==> src/rtl/muldiv_ctrl.sv <==
`default_nettype none
// ============================================================================
// Module      : muldiv_ctrl
// Description : EX-stage initiator for the RV32M multi-cycle multiplier and
//               divider. Issues start pulses, holds operands, stalls the
//               pipeline, resolves divide-by-zero / signed overflow locally
//               and guards each wait with a watchdog.
// Revision    : 1.0 - initial release
// ============================================================================
module muldiv_ctrl #(
  parameter int XLEN           = 32,
  parameter int TIMEOUT_CYCLES = 64
) (
  input  logic            clk_i,
  input  logic            rst_ni,
  input  logic            valid_i,
  input  logic [2:0]      funct3_i,
  input  logic [XLEN-1:0] operand_a_i,
  input  logic [XLEN-1:0] operand_b_i,
  input  logic            flush_i,
  output logic            stall_o,
  output logic [XLEN-1:0] result_o,
  output logic            result_valid_o,
  output logic            err_o,
  output logic            div_start_o,
  output logic [1:0]      div_func_o,
  output logic [XLEN-1:0] div_operand_a_o,
  output logic [XLEN-1:0] div_operand_b_o,
  input  logic [XLEN-1:0] div_result_i,
  input  logic            div_done_i,
  output logic            mul_start_o,
  output logic [1:0]      mul_func_o,
  output logic [XLEN-1:0] mul_operand_a_o,
  output logic [XLEN-1:0] mul_operand_b_o,
  input  logic [XLEN-1:0] mul_result_i,
  input  logic            mul_done_i
);

  localparam int CNT_W = $clog2(TIMEOUT_CYCLES);
  localparam logic [CNT_W-1:0] C_WDOG_LAST = CNT_W'(TIMEOUT_CYCLES - 1);
  localparam logic [CNT_W-1:0] C_WDOG_ONE  = CNT_W'(1);
  localparam logic [XLEN-1:0]  C_ALL_ONES  = '1;
  localparam logic [XLEN-1:0]  C_INT_MIN   = {1'b1, {(XLEN-1){1'b0}}};

  typedef enum logic [2:0] {
    S_IDLE     = 3'd0,
    S_MUL_WAIT = 3'd1,
    S_DIV_WAIT = 3'd2,
    S_DRAIN    = 3'd3,
    S_DONE     = 3'd4
  } state_t;

  state_t          r_state;
  logic [XLEN-1:0] r_div_a;
  logic [XLEN-1:0] r_div_b;
  logic [1:0]      r_div_func;
  logic [XLEN-1:0] r_mul_a;
  logic [XLEN-1:0] r_mul_b;
  logic [1:0]      r_mul_func;
  logic [XLEN-1:0] r_result;
  logic            r_err;
  logic            r_unit_div;   // outstanding op belongs to the divider
  logic [CNT_W-1:0] r_wdog;

  logic            w_accept;
  logic            w_is_div;
  logic            w_div_by_zero;
  logic            w_div_ovf;
  logic            w_div_fast;
  logic            w_div_start;
  logic            w_mul_start;
  logic [XLEN-1:0] w_fast_result;
  logic            w_unit_done;
  logic [XLEN-1:0] w_unit_result;
  logic            w_wdog_expired;

  // Acceptance is gated by reset so nothing leaks out combinationally while held in reset.
  assign w_accept      = rst_ni & (r_state == S_IDLE) & valid_i & ~flush_i;
  assign w_is_div      = funct3_i[2];
  assign w_div_by_zero = (operand_b_i == '0);
  // Only the signed forms (DIV/REM, funct3[0]=0) can overflow.
  assign w_div_ovf     = ~funct3_i[0] & (operand_a_i == C_INT_MIN) &
                         (operand_b_i == C_ALL_ONES);
  assign w_div_fast    = w_is_div & (w_div_by_zero | w_div_ovf);
  assign w_div_start   = w_accept & w_is_div & ~w_div_fast;
  assign w_mul_start   = w_accept & ~w_is_div;

  // funct3[1] selects remainder over quotient.
  assign w_fast_result = w_div_by_zero ? (funct3_i[1] ? operand_a_i : C_ALL_ONES)
                                       : (funct3_i[1] ? '0 : C_INT_MIN);

  assign w_unit_done    = r_unit_div ? div_done_i : mul_done_i;
  assign w_unit_result  = r_unit_div ? div_result_i : mul_result_i;
  assign w_wdog_expired = (r_wdog == C_WDOG_LAST);

  // In the accept cycle the units see the live inputs; afterwards the captured copy.
  assign div_start_o     = w_div_start;
  assign div_func_o      = w_div_start ? funct3_i[1:0] : r_div_func;
  assign div_operand_a_o = w_div_start ? operand_a_i   : r_div_a;
  assign div_operand_b_o = w_div_start ? operand_b_i   : r_div_b;
  assign mul_start_o     = w_mul_start;
  assign mul_func_o      = w_mul_start ? funct3_i[1:0] : r_mul_func;
  assign mul_operand_a_o = w_mul_start ? operand_a_i   : r_mul_a;
  assign mul_operand_b_o = w_mul_start ? operand_b_i   : r_mul_b;

  assign result_o       = r_result;
  assign result_valid_o = (r_state == S_DONE) & ~flush_i;
  assign err_o          = r_err;

  // Pipeline stall: held while a unit owns EX, released on flush, and in DRAIN only for a waiting request.
  always_comb begin
    stall_o = 1'b0;
    unique case (r_state)
      S_IDLE:                 stall_o = w_accept;
      S_MUL_WAIT, S_DIV_WAIT: stall_o = ~flush_i;
      S_DRAIN:                stall_o = valid_i;
      S_DONE:                 stall_o = 1'b0;
      default:                stall_o = 1'b0;
    endcase
  end

  // Control FSM with operand capture, result latch and watchdog.
  always_ff @(posedge clk_i or negedge rst_ni) begin
    if (!rst_ni) begin
      r_state    <= S_IDLE;
      r_div_a    <= '0;
      r_div_b    <= '0;
      r_div_func <= '0;
      r_mul_a    <= '0;
      r_mul_b    <= '0;
      r_mul_func <= '0;
      r_result   <= '0;
      r_err      <= 1'b0;
      r_unit_div <= 1'b0;
      r_wdog     <= '0;
    end else begin
      r_err <= 1'b0;
      unique case (r_state)
        S_IDLE: begin
          r_wdog <= '0;
          if (w_accept) begin
            r_unit_div <= w_is_div;
            if (w_div_fast) begin
              r_result <= w_fast_result;
              r_state  <= S_DONE;
            end else if (w_is_div) begin
              r_div_a    <= operand_a_i;
              r_div_b    <= operand_b_i;
              r_div_func <= funct3_i[1:0];
              r_state    <= S_DIV_WAIT;
            end else begin
              r_mul_a    <= operand_a_i;
              r_mul_b    <= operand_b_i;
              r_mul_func <= funct3_i[1:0];
              r_state    <= S_MUL_WAIT;
            end
          end
        end
        S_MUL_WAIT, S_DIV_WAIT: begin
          if (w_unit_done) begin
            // A completion racing a flush is simply dropped.
            r_wdog <= '0;
            if (flush_i) begin
              r_state <= S_IDLE;
            end else begin
              r_result <= w_unit_result;
              r_state  <= S_DONE;
            end
          end else if (w_wdog_expired) begin
            r_wdog <= '0;
            r_err  <= 1'b1;
            if (flush_i) begin
              r_state <= S_IDLE;
            end else begin
              r_result <= '0;
              r_state  <= S_DONE;
            end
          end else if (flush_i) begin
            r_wdog  <= '0;
            r_state <= S_DRAIN;
          end else begin
            r_wdog <= r_wdog + C_WDOG_ONE;
          end
        end
        S_DRAIN: begin
          if (w_unit_done) begin
            r_wdog  <= '0;
            r_state <= S_IDLE;
          end else if (w_wdog_expired) begin
            r_wdog  <= '0;
            r_err   <= 1'b1;
            r_state <= S_IDLE;
          end else begin
            r_wdog <= r_wdog + C_WDOG_ONE;
          end
        end
        S_DONE: begin
          r_wdog  <= '0;
          r_state <= S_IDLE;
        end
        default: begin
          r_wdog  <= '0;
          r_state <= S_IDLE;
        end
      endcase
    end
  end

endmodule
`default_nettype wire

==> config.mk <==
export PLATFORM = sky130hd
export DESIGN_NAME = muldiv_ctrl
export DESIGN_NICKNAME = d
export VERILOG_FILES = /design/src/rtl/muldiv_ctrl.sv
export SDC_FILE = /design/constraint.sdc
export NUM_CORES = 1
export LEC_CHECK = 0
export ABC_AREA = 1
export CORE_UTILIZATION = 35
export CTS_BUF_LIST = sky130_fd_sc_hd__clkbuf_2
export CTS_CLUSTER_DIAMETER = 200
export DETAILED_ROUTE_END_ITERATION = 7
export GPL_ROUTABILITY_DRIVEN = 0
export MAX_ROUTING_LAYER = met4
export PLACE_DENSITY = 0.71
export SYNTH_ARGS = -nofsm -noshare
export SYNTH_HDL_FRONTEND = slang
export SYNTH_SLANG_ARGS = --single-unit
==> constraint.sdc <==
create_clock -name clk_i -period 2.3 [get_ports clk_i]
set_input_delay 0.575 -clock clk_i [delete_from_list [all_inputs] [get_ports clk_i]]
set_output_delay 0.575 -clock clk_i [all_outputs]
set_load 0.05 [all_outputs]
## After elaboration in Yosys (flattened, before gate mapping)

Index checks and enable logic that the tools add are counted.

| word-level totals | value |
|---|---|
| register bits | 175 |
| output and inout bits | 169 |
| word-level logic and storage cells | 89 |
| input port bits | 137 |

| cells by class | value |
|---|---|
| reduce and logical (&&, ||, !) cells | 10 |
| bitwise logic cells | 15 |
| muxes and demuxes | 38 |
| eq/ne operators | 14 |
| add/subtract/negate cells | 1 |

Operator list:

| kind | count |
|---|---|
| two-way mux 32 bit | 14 |
| equality test 32 bit (second input constant) | 2 |
| case mux 32 bit (2 select lines) | 1 |
| zero test 32 bit | 1 |
| two-way mux 6 bit | 5 |
| two-way mux 3 bit | 8 |
| inequality test 3 bit (second input constant) | 4 |
| case mux 6 bit (2 select lines) | 1 |
| AND 1 bit | 10 |
| case mux 3 bit (3 select lines) | 1 |
| AND reduction 4 bit | 2 |
| adder 6 x 1 -> 6 bit (second input constant) | 1 |
| equality test 3 x 2 -> 1 bit (second input constant) | 2 |
| equality test 6 bit (second input constant) | 1 |
| two-way mux 2 bit | 3 |
| AND reduction 6 bit | 1 |
| two-way mux 1 bit | 4 |
| inequality test 2 bit (second input constant) | 2 |
| inequality test 4 bit (second input constant) | 1 |
| NOT 1 bit | 4 |
| equality test 3 x 1 -> 1 bit (second input constant) | 1 |
| equality test 3 bit (second input constant) | 1 |
| zero test 3 bit | 1 |
| case mux 1 bit (3 select lines) | 1 |
| other kinds (6) | 6 |

## Depth between registers and ports, before layout

| depth | value |
|---|---|
| word-level depth | 8 |
| gate-level depth with buffers | 12 |
| gate-level depth less buffers | 11 |

## Worst setup path before layout

Ideal clock, no wire load.

| timing path | value |
|---|---|
| kind | input-to-output |
| start point | in valid_i |
| end point | out div_func_o[0] |
| required time | 1725 ps |
| buffers on the path | 1 |
| arrival | 2497 ps |
| stages on the path | 9 |
| path slack | -772 ps |
| cells stage by stage | nand2_1 -> nor2_1 -> inv_1 -> nor2_1 -> inv_2 -> nor2_2 -> nand3_4 -> clkbuf_1 -> o21ai_0 |

| between the ends | value |
|---|---|
| longest elaborated chain between the ends | 5 |

RTL lines:

| what | line | source |
|---|---|---|
| start, declared | 16 | `input logic valid_i,` |
| AND 1 bit (2 in a row) | 78 | `assign w_accept = rst_ni & (r_state == S_IDLE) & valid_i & ~flush_i;` |
| AND 1 bit (2 in a row) | 85 | `assign w_div_start = w_accept & w_is_div & ~w_div_fast;` |
| two-way mux 2 bit | 98 | `assign div_func_o = w_div_start ? funct3_i[1:0] : r_div_func;` |
| end, declared | 26 | `output logic [1:0] div_func_o,` |

Every way passes these cells.

## Worst setup path after layout

| timing path | value |
|---|---|
| start point | in operand_b_i[22] |
| end point | out div_operand_a_o[28] |

| between the ends | value |
|---|---|
| longest elaborated chain between the ends | 7 |
| elaborated cells between the ends (all ways) | 8 |
| classes of those cells | 1 x eq/ne; 1 x mux; 5 x bitwise; 1 x reduce/logical |

RTL lines:

| what | line | source |
|---|---|---|
| start, declared | 19 | `input logic [XLEN-1:0] operand_b_i,` |
| equality test 32 bit | 83 | `(operand_b_i == C_ALL_ONES);` |
| AND 1 bit | 82 | `assign w_div_ovf = ~funct3_i[0] & (operand_a_i == C_INT_MIN) &` |
| bitwise OR 1 bit * | 84 | `assign w_div_fast = w_is_div & (w_div_by_zero \| w_div_ovf);` |
| AND 1 bit * | 84 |  |
| NOT 1 bit (no source line) * | - |  |
| AND 1 bit * | 85 |  |
| two-way mux 32 bit * | 99 | `assign div_operand_a_o = w_div_start ? operand_a_i : r_div_a;` |
| end, declared | 27 | `output logic [XLEN-1:0] div_operand_a_o,` |

Every way passes the cells marked *; elsewhere a longest branch is shown, timed or not.

==> flow_summary.ini <==
[global_route]
grt_overflow_total = 0
grt_pass1_vias = 10066
antenna_found_initial = 1
grt_pass1_wl_um = 54100
grtUsageTotal = 0.277
grt_max_degree = 73

[sta]
max_freq_mhz = 306
rsz0062_at_grt = true
setup_viol = 136
relSlewSlack = 0.342
finClkSkew_ns = 0.0458
worstMarginPinSlew_ns = 0.986
finalHoldViolations = 0
slew_violations = 0
period_needed_ns = 3.27
holdWs_ns = 0.249
finalCritPeriodShare = 1.42
setup_ws_ns = -0.973

[worst_hold_path]
holdCritStartpoint = operand_a_i[13]
min-delay-path-class = input pin to flip-flop

[route]
routedWlPerCell_um = 18.2
drc = 0
detailedRoute.firstPassIterationCount = 5
ant_nets = 0
vias = 9808
drt_iter0_markers = 408
viasPerCell = 5.07
drt_wl_total_um = 35200

[synthesis]
ys_async_sr_fraction = 1.00
synth_edf_count = 0
synth_nets = 1259
netlist_instances = 1121
yosysTopAreaCellShare = 0.496
netlist_area_mm2 = 0.00882
yosys-top-cells-count = nand2_1, dfrtp_1, a21oi_1
ys_warn_count = 0
yosysTopAreaCell = dfrtp_1
synth_ff_type = dfrtp_1
synth.area.top_cells = dfrtp_1, a21oi_1, nand2_1
syn_avg_cell_area_um2 = 7.87
post-synth-top-count-cell = nand2_1
ys_ff_latch = 175
synth_seq_area_share = 0.496
synth.distinct_cells = 32

[floorplanning]
die_y_um = 161
ios = 306
start_util = 0.360
dieWidth_um = 161
die_area_mm2 = 0.0258
core_area_mm2 = 0.0245
row_count = 57

[clock_network]
h-tree-depth = 4
tritoncts = yes
cts_buffer_depth = 2
clk_latency_ns = 0.76
clkTransAtPathRegs_ns = 0.28
cts_root_buf = clkbuf_2
cts_sinks = 175
cts_buffers = 17

[placed_design]
numPortBuffers = 305
place_hpwl_um = 25100

[setup_path]
max_stage_delay_ns = 0.48
path_cells = clkdlybuf4s50_1 > nand2_1 > inv_1 > nand2_1 > nor2_1 > nand2_1 > nor2_1 > buf_4 > nand3_4 > nand3_4 > buf_12 > buf_12 > buf_12 > nand2_2 > o21ai_4 > buf_12
slowest_stage = clkdlybuf4s50_1
startpoint = operand_b_i[22]
cp.required_ns = 1.73
critical_path_buf_inv_count = 7
critPathArrivalTime_ns = 2.70
cp-end-kind = primary output
cp-start-kind = input pin
cp_top_family = buffers and inverters
cp_common_cell = buf_12
r2r_start = r_state[0]
path_class = input pin to primary output
crit_fanout = 12

[cells_and_area]
final_nets = 1734
area_delta_synth_final_pct = 106
drive_gt1_frac = 0.456
nFillCells = 1645
fin_util = 0.742

[power]
ir_drop_uv = 1110
p_leak_nw = 8.34
powerDensity_mw_per_mm2 = 1500

[outcome]
violations = setup timing
outcome = complete, but fails checks

[run]
max_cap_violations = 0
[where the power goes]
part | internal [mW] | total [mW] | switching (mW)
registers | 4.55 | 5.46 | 0.912
logic | 8.78 | 20.1 | 11.3
clock network | 0.623 | 1.83 | 1.21
[through the flow]
| stage | area (um2) | setup slack, ns | TNS [ns] | power, mW | instances |
|---|---|---|---|---|---|
| final | 18200 | -0.973 | -111.93 | 27.3 | 1934 |
| after global routing | 18200 | -1.07 | -132.62 | 28.6 | 1934 |
| after CTS | 17500 | -0.975 | -129.60 | 26.9 | 1913 |
| after detailed placement | 16500 | -1.05 | -153.58 | 24.6 | 1851 |
| after global placement | 16500 | -1.06 | -153.20 | 24.2 | 1851 |
| after floorplan | 10700 | -0.328 | -7.27 | 16.0 | 1121 |
[cell usage in the layout (no fill, tap or decap), types with 3 or more instances in the layout]
master,netlist,routed
dfrtp_1,175,175
buf_12,0,168
nand2_1,224,166
buf_4,4,148
clkdlybuf4s50_1,0,117
a21oi_1,168,104
nor2_1,116,70
o21ai_4,0,66
a21oi_4,0,61
inv_1,58,53
nand2_4,0,53
nand3_1,50,47
o21ai_1,91,43
nor2_2,2,41
or2_2,31,31
o211ai_1,31,31
clkbuf_2,0,22
o21ai_0,35,21
dlymetal6s2s_1,0,20
inv_4,0,19
buf_6,5,19
nand2_2,14,14
dlygate4sd2_1,0,14
clkdlybuf4s15_2,0,12
inv_2,30,10
buf_8,1,10
nor2_4,1,8
clkbuf_16,0,8
inv_6,0,6
nand2_8,0,5
nand3_4,1,4
a21oi_2,1,4
o21ai_2,8,4
clkinvlp_4,0,3
nand4_1,3,3
clkinv_4,0,3
bufinv_16,0,3
buf_16,0,3
[repair_timing]
item | 4_1_cts | 5_1_grt
resized for setup | 158 | 128
setup buffers | 25 | 16
pin swaps | 15 | 20
gates cloned | 4 | 8
hold buffers | 1 | 0
endpoints found under the hold margin | 51 | 0
setup endpoints to repair | 169 | 157
[layer usage]
metal  wire (um)  part of all wire  up-vias  GRT usage
met5           0                 0        -          -
met4        1050             0.030        0      0.105
met3        1380             0.039       54     0.0416
met2       18500              0.53      256      0.476
met1       14300              0.41     4839      0.327
li1            -                 -     4659          -
[cells by family after synthesis]
logic type,after synthesis,synth area share
fa+ha+maj,1,0.00142
simple gates,447,0.215
buf+inv,159,0.0803
flops,175,0.496
compound gates,336,0.204
xor+xnor,3,0.00298
[registers in the layout, indices dropped and copies added, names as in the netlist]
name / flops
result_o: 32
r_wdog: 6
r_div_a: 32
r_unit_div: 1
r_mul_a: 32
r_div_func: 2
r_div_b: 32
r_mul_b: 32
r_state: 3
err_o: 1
r_mul_func: 2
[worst paths after layout]
kind	endpoint	slack [ns]	depth (start not counted)
min in group asynchronous	r_mul_a[6]	0.49	3
min	r_mul_a[13]	0.25	3
min reg2reg	r_wdog[0]	0.49	1
max reg2reg	result_o[11]	0.31	12
max	div_operand_a_o[28]	-0.97	16
max in group asynchronous	r_mul_a[16]	0.31	4
[layout make-up]
class | instances | area, um2 | area share
multi-input combinational | 787 | 5850 | 0.321
tap | 324 | 405 | 0.0223
inverter | 88 | 423 | 0.0232
clock buffer | 17 | 85.1 | 0.00467
clock inverter | 15 | 180 | 0.00990
sequential | 175 | 4380 | 0.241
timing repair buffer | 527 | 6880 | 0.378
antenna | 1 | 2.50 | 0.000137
[worst min-delay path, cell delays in order]
cell            delay, ns
dlymetal6s2s_1       0.11
inv_1                0.14
a21oi_1              0.15
Note: power is estimated with default switching activity, not from simulation.
